### config.mk
export PLATFORM = sky130hd
export DESIGN_NAME = s_result_accumulator_flat
export DESIGN_NICKNAME = d
export VERILOG_FILES = /design/src/rtl/s_result_accumulator_if.sv /design/src/rtl/s_result_accumulator.sv /design/src/flat_wrapper.sv
export SDC_FILE = /design/constraint.sdc
export NUM_CORES = 1
export LEC_CHECK = 0
export CORE_UTILIZATION = 49
export CTS_CLUSTER_DIAMETER = 100
export CTS_CLUSTER_SIZE = 24
export DETAILED_ROUTE_END_ITERATION = 12
export GPL_TIMING_DRIVEN = 1
export PLACE_DENSITY = 0.86
export SYNTH_ARGS = -nofsm -noshare
export SYNTH_HDL_FRONTEND = slang
export SYNTH_SLANG_ARGS = --single-unit
### constraint.sdc
create_clock -name clk -period 2.14 [get_ports clk]
set_clock_uncertainty 0.1 [all_clocks]
set_input_delay 0.428 -clock clk [delete_from_list [all_inputs] [get_ports clk]]
set_output_delay 0.428 -clock clk [all_outputs]
set_load 0.05 [all_outputs]
### src/rtl/s_result_accumulator_if.sv
// Handshake and result bus between the upstream S producer/consumer logic and
// the result accumulator. The master drives control and samples; the slave
// (the accumulator) drives the ready/status flags and window results.
interface s_result_accumulator_if #(
  parameter int IN_W  = 6,
  parameter int CNT_W = 5,
  parameter int SUM_W = 9
);
  logic             start;
  logic             abort;
  logic             in_valid;
  logic [IN_W-1:0]  in_data;
  logic             in_ready;
  logic             busy;
  logic             done;
  logic [SUM_W-1:0] sum;
  logic [IN_W-1:0]  max_val;
  logic [IN_W-1:0]  min_val;
  logic [IN_W-1:0]  avg;
  logic [CNT_W-1:0] count;

  modport master (
    output start, abort, in_valid, in_data,
    input  in_ready, busy, done, sum, max_val, min_val, avg, count
  );

  modport slave (
    input  start, abort, in_valid, in_data,
    output in_ready, busy, done, sum, max_val, min_val, avg, count
  );
endinterface

### src/rtl/s_result_accumulator.sv
// Accumulates a fixed window of COUNT samples of the S result bus and reports
// sum, maximum, minimum and average. Results are held after completion or an
// abort until the next accepted start.
module s_result_accumulator #(
  parameter int IN_W  = 6,
  parameter int COUNT = 8,
  parameter int CNT_W = 5,
  parameter int SUM_W = 9
) (
  input logic                   clk,
  input logic                   rst_n,
  s_result_accumulator_if.slave bus
);

  localparam int LOG2_COUNT = $clog2(COUNT);

  typedef enum logic [1:0] {
    S_IDLE  = 2'd0,
    S_ACCUM = 2'd1,
    S_DONE  = 2'd2
  } state_e;

  state_e           state_q, state_d;
  logic [SUM_W-1:0] sum_q, sum_d;
  logic [IN_W-1:0]  max_q, max_d;
  logic [IN_W-1:0]  min_q, min_d;
  logic [CNT_W-1:0] count_q, count_d;

  logic clear_win;
  logic accept;

  // Next-state and control decode: start opens a window, abort always wins,
  // the COUNT-th accepted sample closes it.
  always_comb begin
    // NOTE: every signal written here gets a default first, so no path can
    // leave it unassigned and infer a latch.
    state_d   = state_q;
    clear_win = 1'b0;
    accept    = 1'b0;
    unique case (state_q)
      S_IDLE: begin
        if (!bus.abort && bus.start) begin
          state_d   = S_ACCUM;
          clear_win = 1'b1;
        end
      end
      S_ACCUM: begin
        if (bus.abort) begin
          state_d = S_IDLE;
        end else if (bus.in_valid) begin
          accept = 1'b1;
          if (count_q == CNT_W'(COUNT - 1)) begin
            state_d = S_DONE;
          end
        end
      end
      S_DONE: begin
        state_d = S_IDLE;
      end
      default: begin
        state_d = S_IDLE;
      end
    endcase
  end

  // Window datapath: clear on start, fold in each accepted sample, else hold.
  always_comb begin
    sum_d   = sum_q;
    max_d   = max_q;
    min_d   = min_q;
    count_d = count_q;
    if (clear_win) begin
      sum_d   = '0;
      max_d   = '0;
      min_d   = '1;
      count_d = '0;
    end else if (accept) begin
      sum_d   = sum_q + SUM_W'(bus.in_data);
      count_d = count_q + CNT_W'(1);
      if (bus.in_data > max_q) max_d = bus.in_data;
      if (bus.in_data < min_q) min_d = bus.in_data;
    end
  end

  // State and result registers; reset forces the idle/cleared values at once.
  always_ff @(posedge clk or negedge rst_n) begin
    // NOTE: sequential state uses non-blocking assignments so every register
    // samples the pre-edge values regardless of statement order.
    if (!rst_n) begin
      state_q <= S_IDLE;
      sum_q   <= '0;
      max_q   <= '0;
      min_q   <= '1;
      count_q <= '0;
    end else begin
      state_q <= state_d;
      sum_q   <= sum_d;
      max_q   <= max_d;
      min_q   <= min_d;
      count_q <= count_d;
    end
  end

  // Status flags decode straight from the state; results come from registers.
  assign bus.in_ready = (state_q == S_ACCUM);
  assign bus.busy     = (state_q == S_ACCUM);
  assign bus.done     = (state_q == S_DONE);
  assign bus.sum      = sum_q;
  assign bus.max_val  = max_q;
  assign bus.min_val  = min_q;
  assign bus.count    = count_q;
  assign bus.avg      = sum_q[LOG2_COUNT+IN_W-1:LOG2_COUNT];

endmodule
### src/flat_wrapper.sv
// flat-port wrapper written by rule: the top's interface ports become plain ports
module s_result_accumulator_flat 
#(
  parameter int IN_W  = 6,
  parameter int COUNT = 8,
  parameter int CNT_W = 5,
  parameter int SUM_W = 9
)
  (clk, rst_n, bus_start, bus_abort, bus_in_valid, bus_in_data, bus_in_ready, bus_busy, bus_done, bus_sum, bus_max_val, bus_min_val, bus_avg, bus_count);
  s_result_accumulator_if #(.IN_W(IN_W), .CNT_W(CNT_W), .SUM_W(SUM_W)) bus_i ();
  input logic clk;
  input logic rst_n;
  input wire logic [$bits(bus_i.start)-1:0] bus_start;
  input wire logic [$bits(bus_i.abort)-1:0] bus_abort;
  input wire logic [$bits(bus_i.in_valid)-1:0] bus_in_valid;
  input wire logic [$bits(bus_i.in_data)-1:0] bus_in_data;
  output wire logic [$bits(bus_i.in_ready)-1:0] bus_in_ready;
  output wire logic [$bits(bus_i.busy)-1:0] bus_busy;
  output wire logic [$bits(bus_i.done)-1:0] bus_done;
  output wire logic [$bits(bus_i.sum)-1:0] bus_sum;
  output wire logic [$bits(bus_i.max_val)-1:0] bus_max_val;
  output wire logic [$bits(bus_i.min_val)-1:0] bus_min_val;
  output wire logic [$bits(bus_i.avg)-1:0] bus_avg;
  output wire logic [$bits(bus_i.count)-1:0] bus_count;
  assign bus_i.start = bus_start;
  assign bus_i.abort = bus_abort;
  assign bus_i.in_valid = bus_in_valid;
  assign bus_i.in_data = bus_in_data;
  assign bus_in_ready = bus_i.in_ready;
  assign bus_busy = bus_i.busy;
  assign bus_done = bus_i.done;
  assign bus_sum = bus_i.sum;
  assign bus_max_val = bus_i.max_val;
  assign bus_min_val = bus_i.min_val;
  assign bus_avg = bus_i.avg;
  assign bus_count = bus_i.count;
  s_result_accumulator #(.IN_W(IN_W), .COUNT(COUNT), .CNT_W(CNT_W), .SUM_W(SUM_W)) u_core (.clk(clk), .rst_n(rst_n), .bus(bus_i));
endmodule
# Word level (Yosys, flattened, before mapping)
# Cells that the tools add are included.
totals:
  register_bits: 28
  in_bits: 11
  out_inout_bits: 35
op_classes:
  add_sub_neg: 2
  n_lt_le_gt_ge: 2
  n_eq_ne: 6
  mux: 20
  n_reduce_logical: 9
op_table:
  columns: ["operator", "n"]
  rows:
  - ["6-bit two-way mux", 6]
  - ["9-bit two-way mux", 2]
  - ["5-bit two-way mux", 2]
  - ["9-bit by 6-bit adder with 9-bit output", 1]
  - ["2-bit two-way mux", 4]
  - ["6-bit greater-than comparator", 1]
  - ["6-bit < comparator", 1]
  - ["2-bit nonzero test", 3]
  - ["5-bit by 1-bit adder with 5-bit output, second input constant", 1]
  - ["5-bit by 3-bit equality test with 1-bit output, second input constant", 1]
  - ["1-bit two-way mux", 5]
  - ["2-bit one-hot mux with 2 select lines", 1]
  - ["2-bit AND reduction", 2]
  - ["3-bit by 2-bit != test with 1-bit output, second input constant", 1]
  - ["3-bit != test, second input constant", 1]
  - ["3-bit AND reduction", 1]
  - ["2-bit by 1-bit equality test with 1-bit output, second input constant", 1]
  - ["2-bit equality test, second input constant", 1]
  - ["2-bit logical NOT", 1]
  - ["2-bit by 1-bit != test with 1-bit output, second input constant", 1]
  - ["1-bit logical AND", 1]
  - ["1-bit logical NOT", 1]

# Longest topological paths before layout
logic_depth:
  word_depth: 6
  mapped_depth: 7
  mapped_depth_nobuf: 7

# Worst setup path before layout
# Ideal clock, no wire load.
synth_timing:
  path_kind: "register to register"
  start: "register u_core.max_q[3] (netlist: u_core.bus.max_val[3])"
  end: "register u_core.max_q[4] (netlist: u_core.bus.max_val[4])"
  setup_ns: 0.125
  arrival_time_ns: 2.054
  slack_ns: -0.139
  path_stages_with_launch: 7
  path_buffers: 0
  cell_sequence: "dfrtp_1 -> inv_1 -> ha_1 -> a211oi_1 -> nor2_1 -> o31ai_4 -> mux2_2"
synth_via:
  elab_chain_cells: 3
synth_rtl:
  columns: ["element", "line", "rtl"]
  rows:
  - ["start: declaration", "s_result_accumulator.sv:25", "logic [IN_W-1:0] max_q, max_d;"]
  - ["start signal: assignment", "s_result_accumulator.sv:98", "max_q <= max_d;"]
  - ["6-bit greater-than comparator", "s_result_accumulator.sv:80", "if (bus.in_data > max_q) max_d = bus.in_data;"]
  - ["2-bit nonzero test (no source line)", null, null]
  - ["2-bit AND reduction (no source line)", null, null]
# Every way passes these cells.
# A chain may end at the register's enable or synchronous reset.

# Worst setup path after layout
layout_timing:
  start: "input port bus_in_data[4]"
  end: "register u_core.min_q[4] (netlist: u_core.bus.min_val[4])"
layout_via:
  elab_chain_cells: 3
  elab_cells_between_ends: 6
layout_rtl:
  columns: ["element", "line", "rtl"]
  rows:
  - ["start: declaration", "flat_wrapper.sv:16", "input wire logic [$bits(bus_i.in_data)-1:0] bus_in_data;"]
  - ["6-bit < comparator or 6-bit two-way mux (tied branches)", "s_result_accumulator.sv:81", "if (bus.in_data < min_q) min_d = bus.in_data;"]
  - ["2-bit nonzero test (no source line) or 6-bit two-way mux (tied branches)", null, null]
  - ["2-bit AND reduction (no source line) or 6-bit two-way mux (tied branches)", null, null]
  - ["end signal: assignment", "s_result_accumulator.sv:99", "min_q <= min_d;"]
  - ["end: declaration", "s_result_accumulator.sv:26", "logic [IN_W-1:0] min_q, min_d;"]
# Parallel ways exist; a longest one is shown, timed or not. The select of a mux whose other input is x is not followed.

==> impl_results.md <==
- Global-route usage over all layers: between 20% and 30%
- Register-to-Register Setup Slack: ~0.06 ns
- Kind of cell with the highest combined delay on the critical path: compound AO/OA/AOI/OAI gates
- Synth warn: 0
- Synthesized area divided by synthesized cell count: slightly below 10 µm²
- Number of port buffers: 45
- Via total after detailed routing: between 1,500 and 2,000
- Seq cells post-synth: 28
- Leading cell types in the layout, fill and taps excluded: clkdlybuf4s50_1, buf_4, dfrtp_1
- Final setup fails: 0
- Max Cap Viol: 0
- WP buf/inv: 2
- Footprint of the flip-flops and latches: 711 µm²
- Mapped Area: roughly 1800 µm²
- Worst setup path class: input pin to flip-flop
- Detail Placement HPWL: 3.09 mm
- Vias in the first global route: approximately 1,500
- Slew at the pin closest to its max-slew limit: 0.524 ns
- Leak: 1.28 nW
- Sequential-to-total area share from yosys stat: between 30% and 40%
- Antenna violations before repair: 0
- CTS tree: yes
- Pin count of the biggest net entering global routing: 29
- Cell with the largest stage delay on the worst path: clkdlybuf4s50_1
- RSZ-0062 raised after global routing: yes
- WHS Path Cells: 1
- Global placement routability congestion: 0.869
- Avg Vias per Cell: 5.40
- Destination of the worst hold path: u_core.state_q[1]
- Worst slew margin relative to its limit: 64.9%
- TritonCTS buffer count: 3
- Final Max Tran Viols: 0
- HP Start: u_core.bus.count[4]
- Critical Path RT: about 2.2 ns
- First-pass iteration count of the detailed router: 4
- Synth-to-layout area growth: 36.4%
- First-pass GRT wire length: approximately 7 mm
- Arrival time of data at the critical path endpoint: roughly 2.2 ns
- Most common flop cell mapped by yosys: dfrtp_1
- Height of the chip: around 63 µm
- Std-Cell Core Area: ~3400 µm²
- Worst R2R End: u_core.bus.min_val[4]
- WHS: between 0.4 and 0.5 ns
- Clock root buffer master: clkbuf_8
- Total number of clock tree sinks: 28
- Total Routed Length: between 4 and 5 mm
- Upper clock frequency limit: between 0.4 and 0.5 GHz
- Number of flops mapped to enable cells by yosys: 0
- # diodes: 0
- Remaining number of nets flagged by the antenna check after routing: 0
- Routed length per instance: 13.8 µm
- Path type of the worst min-delay path: flip-flop to flip-flop
- Power, Total: about 0.0020 W
- Clock period minus worst slack: ~2.1 ns
- Fillcell total: 260
- Share of layout cells above drive strength 1: 22.7%
- Number of instances in the synthesized netlist: between 150 and 200
- Overall overflow remaining after global route: 0
- Largest stage delay on the critical path: 0.42 ns
- Total number of nets in the final design: 278
- Die ar.: a little under 4000 µm²
- Count of cells along the worst register-to-register path: 7
- Drt initial violations: 74
- Synth unique cells: 39
- Register clock-pin slew on the reported worst setup and hold paths: roughly 0.09 ns
- Maximum level of the CTS H-tree: 1
- Post-synth ARST share: 100%
- Worst ir drop on vdd: ~0.00073 V
- # DRC: 0
- Max Buffers Root-to-Sink: 2
- Startpoint kind of the worst setup timing path: input pin
- Largest driver fanout on the critical path: 2
- Width of the die: 63.1 µm
- Syn Nets: between 200 and 250
- Type of element capturing the critical path: flip-flop
- Footprint of the multi-input gates: between 900 and 1000 µm²
- Source of the worst register-to-register timing path: u_core.bus.min_val[4]
- Power per cell area: around 800 nW/µm²
- Buffers inserted by post-CTS timing repair: 0
- Cell-by-cell trace of the critical path: clkdlybuf4s50_1 -> ha_1 -> a21o_1 -> a211o_1 -> a41o_1 -> buf_4 -> mux2i_1
- Count of hold-fix buffers inserted at cts: 0
- Final worst-path cycle share: a little over nine tenths
- Initial Utilization: 53.1%
- Site Rows: 21
- Number of top-level pins: between 40 and 50
- Later-pin clock latency in the skew report: 0.27 ns
- Result of the run: complete, no violations
- Hold Violations, Final: 0
cell type report:
| class | instances | share of cell area (%) |
|---|---|---|
| clock buffers | 4 | 2.21 |
| inverters | 19 | 2.86 |
| multi-input cells | 128 | 39.7 |
| flip-flops and latches | 28 | 28.5 |
| well taps | 46 | 2.31 |
| repair buffers | 68 | 24.4 |
flip-flops by register name, summed over array words and instances, names as in the netlist:
signal / count
u_core.bus.max_val: 6
u_core.bus.count: 5
u_core.state_q: 2
u_core.bus.sum: 9
u_core.bus.min_val: 6
metrics by stage:
step / TNS [ns] / area, µm² / util (%) / worst slack (ns) / cells
floorplan: -0.0764 / 1830 / - / -0.0764 / 187
global placement: -3.31 / 2410 / 69.9 / -0.333 / 289
detailed placement: -3.99 / 2410 / 69.9 / -0.356 / 289
CTS: 0 / 2460 / 71.6 / 0.0299 / 293
global route: -0.0439 / 2490 / 72.4 / -0.0231 / 293
finish: 0 / 2490 / 72.4 / 0.0506 / 293
worst max path at each step:
stage,start,end,depth (start not counted)
after global placement,bus_in_data[0],u_core.bus.sum[8],8
after CTS,bus_in_data[0],u_core.bus.sum[8],8
final,bus_in_data[4],u_core.bus.min_val[4],7
after global routing,bus_in_data[3],u_core.bus.sum[5],8
after floorplan,u_core.bus.max_val[4],u_core.bus.max_val[4],6
after detailed placement,bus_in_data[0],u_core.bus.sum[8],8
report_power, final:
group | leakage, nW | internal [W] | switching [W] | total, W
clock network | 0.0288 | 0.000165 | 0.000160 | 0.000325
registers | 0.359 | 0.000619 | 0.0000772 | 0.000697
logic | 0.894 | 0.000371 | 0.000618 | 0.000989
kinds of logic after synthesis:
group                      Yosys count  share of synthesized area, %
AOI/OAI and AO/OA                   33                          13.5
adders and majority gates           19                          13.4
buffers and inverters               31                          8.36
DFF                                 28                          38.8
and+or+nand+nor                     56                          15.2
muxes                               16                          8.84
xor gates and xnor gates             4                          1.92
timing repair:
item / in CTS / in global routing
cloned: 0 / 0
endpoints found under the setup margin: 2 / 12
pin swaps: 1 / 5
gates resized for setup: 1 / 9
synth_stat cells (2+ instances only):
master | n | area share (%)
a22o_1 | 2 | 0.96
nand2_1 | 17 | 3.5
nand4_1 | 3 | 1.0
a21o_1 | 2 | 0.82
clkbuf_1 | 2 | 0.41
a21oi_1 | 2 | 0.55
mux2i_1 | 15 | 8.2
buf_4 | 7 | 2.9
inv_1 | 19 | 3.9
ha_1 | 18 | 12
nand3_1 | 3 | 0.82
nand2b_1 | 3 | 1.0
a211o_1 | 2 | 0.96
buf_2 | 2 | 0.55
nor2_1 | 19 | 3.9
xor2_1 | 4 | 1.9
nor4b_1 | 2 | 0.96
dfstp_2 | 6 | 8.6
dfrtp_1 | 22 | 30
a211oi_1 | 4 | 1.6
nor2b_1 | 4 | 1.4
o21a_1 | 3 | 1.2
o21ai_0 | 10 | 2.7
worst register-to-register path, stage by stage (launching register included):
cell and delay, ns:
dfstp_2 0.55, inv_1 0.05, ha_1 0.28, a21o_1 0.18
a211o_1 0.28, a41o_1 0.23, buf_4 0.15, mux2i_1 0.17
routing by layer:
| layer | vias up | GRT usage [%] | wire [µm] |
|---|---|---|---|
| li1 | 772 | - | - |
| met1 | 756 | 30.5 | 1850 |
| met2 | 47 | 34.9 | 1930 |
| met3 | 6 | 3.99 | 193 |
| met4 | 0 | 5.81 | 69 |
| met5 | - | 0 | 0 |
(Power assumes the default switching activity.)
==> RTL edit 1 (same flow settings) <==
`CNT_W` is set to 5 in 3 places; all go to 10.
--- a/src/rtl/s_result_accumulator_if.sv
+++ b/src/rtl/s_result_accumulator_if.sv
@@ -4,5 +4,5 @@
 interface s_result_accumulator_if #(
   parameter int IN_W  = 6,
-  parameter int CNT_W = 5,
+  parameter int CNT_W = 10,
   parameter int SUM_W = 9
 );
--- a/src/rtl/s_result_accumulator.sv
+++ b/src/rtl/s_result_accumulator.sv
@@ -5,5 +5,5 @@
   parameter int IN_W  = 6,
   parameter int COUNT = 8,
-  parameter int CNT_W = 5,
+  parameter int CNT_W = 10,
   parameter int SUM_W = 9
 ) (
--- a/src/flat_wrapper.sv
+++ b/src/flat_wrapper.sv
@@ -4,5 +4,5 @@
   parameter int IN_W  = 6,
   parameter int COUNT = 8,
-  parameter int CNT_W = 5,
+  parameter int CNT_W = 10,
   parameter int SUM_W = 9
 )
Ports: changed (resized bus_count); port bits go from 46 to 51. No check against the original RTL was run, so the function may have changed too.
==> RTL edit 1 against the original RTL <==
Sequential cell count grew 5. Total power rose by 16%. Cell area grew 17%. Synthesized area increased by 14%. Routed wire length rose by 28%. Global-route usage is 2.9 points higher. Count of clock-buffer cells in the layout increased by 2. Worst setup slack worse by 26 ps. Critical endpoint is now bus_avg[3].
==> RTL edit 1: results (changes against the original RTL) <==
[status] outcome finished clean
[place] total of buffers placed on input and output ports 50 [+11%]
[worst_setup_path] Data arrival, critical path 1590 ps [-600 ps]
[global_routing] met3 GRT Util 0.0473 [+0.00744]
[global_routing] wire length of the first global-routing pass 8.27 mm [+20%]
[place] Post-DP Area 2780 sq um [+15%]
[global_routing] Total GRT Usage 0.249 [+0.0291]
[synthesis] top cells by count, synth 27 x sky130_fd_sc_hd__dfrtp_1, 21 x sky130_fd_sc_hd__nor2_1, 20 x sky130_fd_sc_hd__inv_1, 20 x sky130_fd_sc_hd__nand2_1, 18 x sky130_fd_sc_hd__ha_1
[clock_tree] insertion delay of the later-clocked pin in the worst-skew pair 290 ps [+20 ps]
[global_routing] largest net degree at the start of global routing 34 [+17%]
[detailed_routing] via total after detailed routing 1869 [+18%]
[hold_path] class of the tightest hold or removal check in -> reg
[synthesis] portion of netlist area occupied by mux cells 0.0722 [-0.0162]
[worst_setup_path] Crit. Startpoint u_core.bus.sum[6]
[place] GP Congestion 0.864 [-0.58%]
[detailed_routing] number of violations reported at the end of detailed-routing iteration 0 75 [+1.4%]
[cells_and_area] share of post-route cells with drive strength above 1 0.239 [+0.0120]
[detailed_routing] Initial DRT Pass Iterations 5 [+1]
[cells_and_area] summed area of non-filler cells in the final layout 2910 sq um [+17%]
[global_routing] global routing met2 resource utilization 0.420 [+0.0705]
[cells_and_area] max reg flops 10 [+1]
[power_and_ir_drop] seq pwr 802 uW [+15%]
[sta] Setup WS post-layout 25.0 ps [-25.5 ps]
[power_and_ir_drop] worst ir drop on vdd 0.601 mV [-18%]
[sta] measured slew at the worst slew-check pin 549 ps [+24.7 ps]
[cells_and_area] fillcell total 289 [+11%]
[power_and_ir_drop] share of total power consumed by net switching 0.420 [-0.00535]
[hold_path] Worst Min Path Start bus_in_data[4]
[synthesis] XOR/XNOR Fraction of Synth Area 0.0421 [+0.0229]
## RTL edit 1: cell count changes in the layout (fill, tap and decap cells not counted), moves of 3 or more
cell	delta
sky130_fd_sc_hd__dfrtp_1	+5
sky130_fd_sc_hd__o21ai_0	-3
sky130_fd_sc_hd__clkdlybuf4s50_1	+5
sky130_fd_sc_hd__nand2_1	+3
sky130_fd_sc_hd__buf_4	+9
sky130_fd_sc_hd__nor3_1	+3
sky130_fd_sc_hd__xnor2_1	+4
## RTL edit 1: layout make-up
| class | count | share of cell area |
|---|---|---|
| sequential | 33 | 0.287 |
| clock buffer | 6 | 0.0249 |
| timing repair buffer | 81 | 0.246 |
| tap | 50 | 0.0215 |
| clock inverter | 2 | 0.00343 |
| multi-input combinational | 147 | 0.392 |
| inverter | 20 | 0.0258 |
## RTL edit 1: repair_timing
item                                    in CTS  in global routing
resized for setup                            3                  9
endpoints found under the hold margin        0                  0
pin swaps                                    0                  4
endpoints found under the setup margin       2                 10
setup buffers                                0                  1
==> RTL edit 2 (same flow settings) <==
Without the edit above. Take the reset off `sum_q` and load it in a clocked block of its own.
--- a/src/rtl/s_result_accumulator.sv
+++ b/src/rtl/s_result_accumulator.sv
@@ -89,5 +89,4 @@
     if (!rst_n) begin
       state_q <= S_IDLE;
-      sum_q   <= '0;
       max_q   <= '0;
       min_q   <= '1;
@@ -95,9 +94,12 @@
     end else begin
       state_q <= state_d;
-      sum_q   <= sum_d;
       max_q   <= max_d;
       min_q   <= min_d;
       count_q <= count_d;
     end
+  end
+
+  always_ff @(posedge clk) begin
+    sum_q <= sum_d;
   end
 
Function: differs if rst_n is asserted again (counterexample within 4 cycles, from zero or initial values and one cycle with rst_n low); with rst_n held inactive, the same outputs for 10 cycles.
==> RTL edit 2 against the original RTL <==
Combinational power decreased by 2%. Largest power group unchanged. Total power decreased by 4.0%. Sequential cell count unchanged. Cell area decreased by 0.20%. Routed wire length increased by 0.77%. Worst hold slack got worse by 120 ps. Count of clock-buffer cells in the layout unchanged. Non-clock buffer count unchanged. Worst setup slack got worse by 37 ps. Synthesized area decreased by 2.1%.
==> RTL edit 2: results (changes against the original RTL) <==
[detailed_routing] routed length per instance 14.1 um [+1.8%]
[power_and_ir_drop] static leakage 1.42 nW [+11%]
[global_routing] initial antenna violation count 0 [unchanged]
[synthesis] per-instance average area after synthesis 9.77 sq um [about the same]
[worst_setup_path] reg-to-reg endpoint u_core.bus.max_val[2]
[cells_and_area] n_diodes 0 [unchanged]
[worst_setup_path] top cell family by delay on the critical path buffers and inverters
[cells_and_area] net count reported at finish 275 [-1.1%]
[floorplan] starting density of the core 0.523 [-0.00727]
[detailed_routing] via total after detailed routing 1547 [-2.2%]
[power_and_ir_drop] worst ir drop on vdd 0.668 mV [-8.3%]
[place] Worst Setup Slack post-DPL -407 ps [-50.8 ps]
[synthesis] largest cells by area after synthesis sky130_fd_sc_hd__dfrtp_1 18%, sky130_fd_sc_hd__ha_1 13%, sky130_fd_sc_hd__dfxtp_1 10%, sky130_fd_sc_hd__dfstp_2 8.8%, sky130_fd_sc_hd__mux2i_1 6.2%
[clock_tree] Max H-tree Level 1 [unchanged]
[detailed_routing] number of violations reported at the end of detailed-routing iteration 0 67 [-9.5%]
[cells_and_area] fillcell total 276 [+6.2%]
[synthesis] top cells by count, synth 23 x sky130_fd_sc_hd__nor2_1, 19 x sky130_fd_sc_hd__inv_1, 18 x sky130_fd_sc_hd__ha_1
[place] total of buffers placed on input and output ports 45 [unchanged]
[clock_tree] cell chosen for the clock root sky130_fd_sc_hd__clkbuf_4
[worst_setup_path] Worst R2R Start u_core.bus.max_val[3]
[sta] Max transition margin 0.660 [+0.0102]
[hold_path] class of the tightest hold or removal check in -> async
[place] DPL Wire Length 3.20 mm [+3.3%]
[clock_tree] number of clock buffers inserted by TritonCTS 3 [unchanged]
[worst_setup_path] Crit. Startpoint bus_in_data[2]
[synthesis] fraction of the yosys area taken by sequential cells 0.371 [-0.0168]
[worst_setup_path] Critical Path Slowest Stage Cell sky130_fd_sc_hd__clkdlybuf4s50_1
[place] Post-DP Area 2420 sq um [+0.52%]
[detailed_routing] Initial DRT Pass Iterations 4 [unchanged]
[worst_setup_path] largest fanout on the critical path 6 [+4]
[global_routing] largest net degree at the start of global routing 20 [-31%]
[synthesis] top cell type's share of synthesized area 0.182 [-0.119]
[synthesis] distinct cell type count of the synthesized netlist 38 [-2.6%]
[global_routing] Total GRT Usage 0.230 [+0.0101]
[place] GP Congestion 0.821 [-5.5%]
[global_routing] wire length of the first global-routing pass 6.95 mm [+0.61%]
[place] Cell Count Post-Placement 285 [-1.4%]
[cells_and_area] share of post-route cells with drive strength above 1 0.242 [+0.0151]
[clock_tree] register clock-pin slew on the reported worst setup and hold paths 160 ps [+70 ps]
[status] outcome finished clean
[clock_tree] insertion delay of the later-clocked pin in the worst-skew pair 330 ps [+60 ps]
[synthesis] syn nets 213 [-1.8%]
[sta] Setup WS post-layout 13.2 ps [-37.4 ps]
[synthesis] async set-or-reset flop fraction in the synthesized netlist 0.679 [-0.321]
[worst_setup_path] slowest stage delay, CP 510 ps [+90 ps]
[detailed_routing] post-DR vias/cell 5.33 [-1.1%]
[worst_setup_path] Data arrival, critical path 2270 ps [+80 ps]
[RTL edit 2: how the worst max path moves through the flow]
stage                                       end  cells after the start
final                     u_core.bus.max_val[3]                      7
after global routing      u_core.bus.max_val[5]                      7
after CTS                          bus_count[3]                      1
after detailed placement  u_core.bus.max_val[2]                      6
after global placement    u_core.bus.max_val[3]                      6
after floorplan               u_core.bus.sum[7]                      5
[RTL edit 2: cell type report]
cell class / count / area (sq um) / share of cell area
well taps: 46 / 57.6 / 0.0231
inverters: 19 / 71.3 / 0.0287
multi-input cells: 125 / 992 / 0.399
flip-flops and latches: 28 / 666 / 0.268
repair buffers: 68 / 664 / 0.267
clock buffers: 4 / 36.3 / 0.0146
[RTL edit 2: routing by layer]
metal,vias to the layer above,GRT usage,routed length [um]
met5,-,0,0
li1,749,-,-
met2,39,0.385,1970
met3,10,0.0456,143
met1,749,0.292,1860
met4,0,0.0843,102
[RTL edit 2: metrics by stage]
step                hold WS, ps  total power [mW]
floorplan                  32.4              1.35
global placement            363              1.65
detailed placement          369              1.69
CTS                         308              1.94
global route                305              2.04
finish                      305              1.93
[RTL edit 2: report_power, final]
group / total (mW) / switching (mW) / internal (mW)
clock: 0.268 / 0.164 / 0.104
combinational: 0.970 / 0.607 / 0.364
sequential: 0.692 / 0.0732 / 0.619
[RTL edit 2: cells by family (layout without fill, tap and decap cells)]
logic type,count (synthesis),after routing,synth area share
flops,28,28,0.371
compound gates,28,28,0.127
buf+inv,30,91,0.0798
mux,16,16,0.0931
fa+ha+maj,19,19,0.137
simple gates,56,56,0.162
xor+xnor,6,6,0.0294
[RTL edit 2: what timing repair did]
action,in CTS,in global routing
pin swaps,1,1
endpoints found under the setup margin,13,21
endpoints found under the hold margin,0,0
gates resized for setup,9,13
setup buffers,0,1
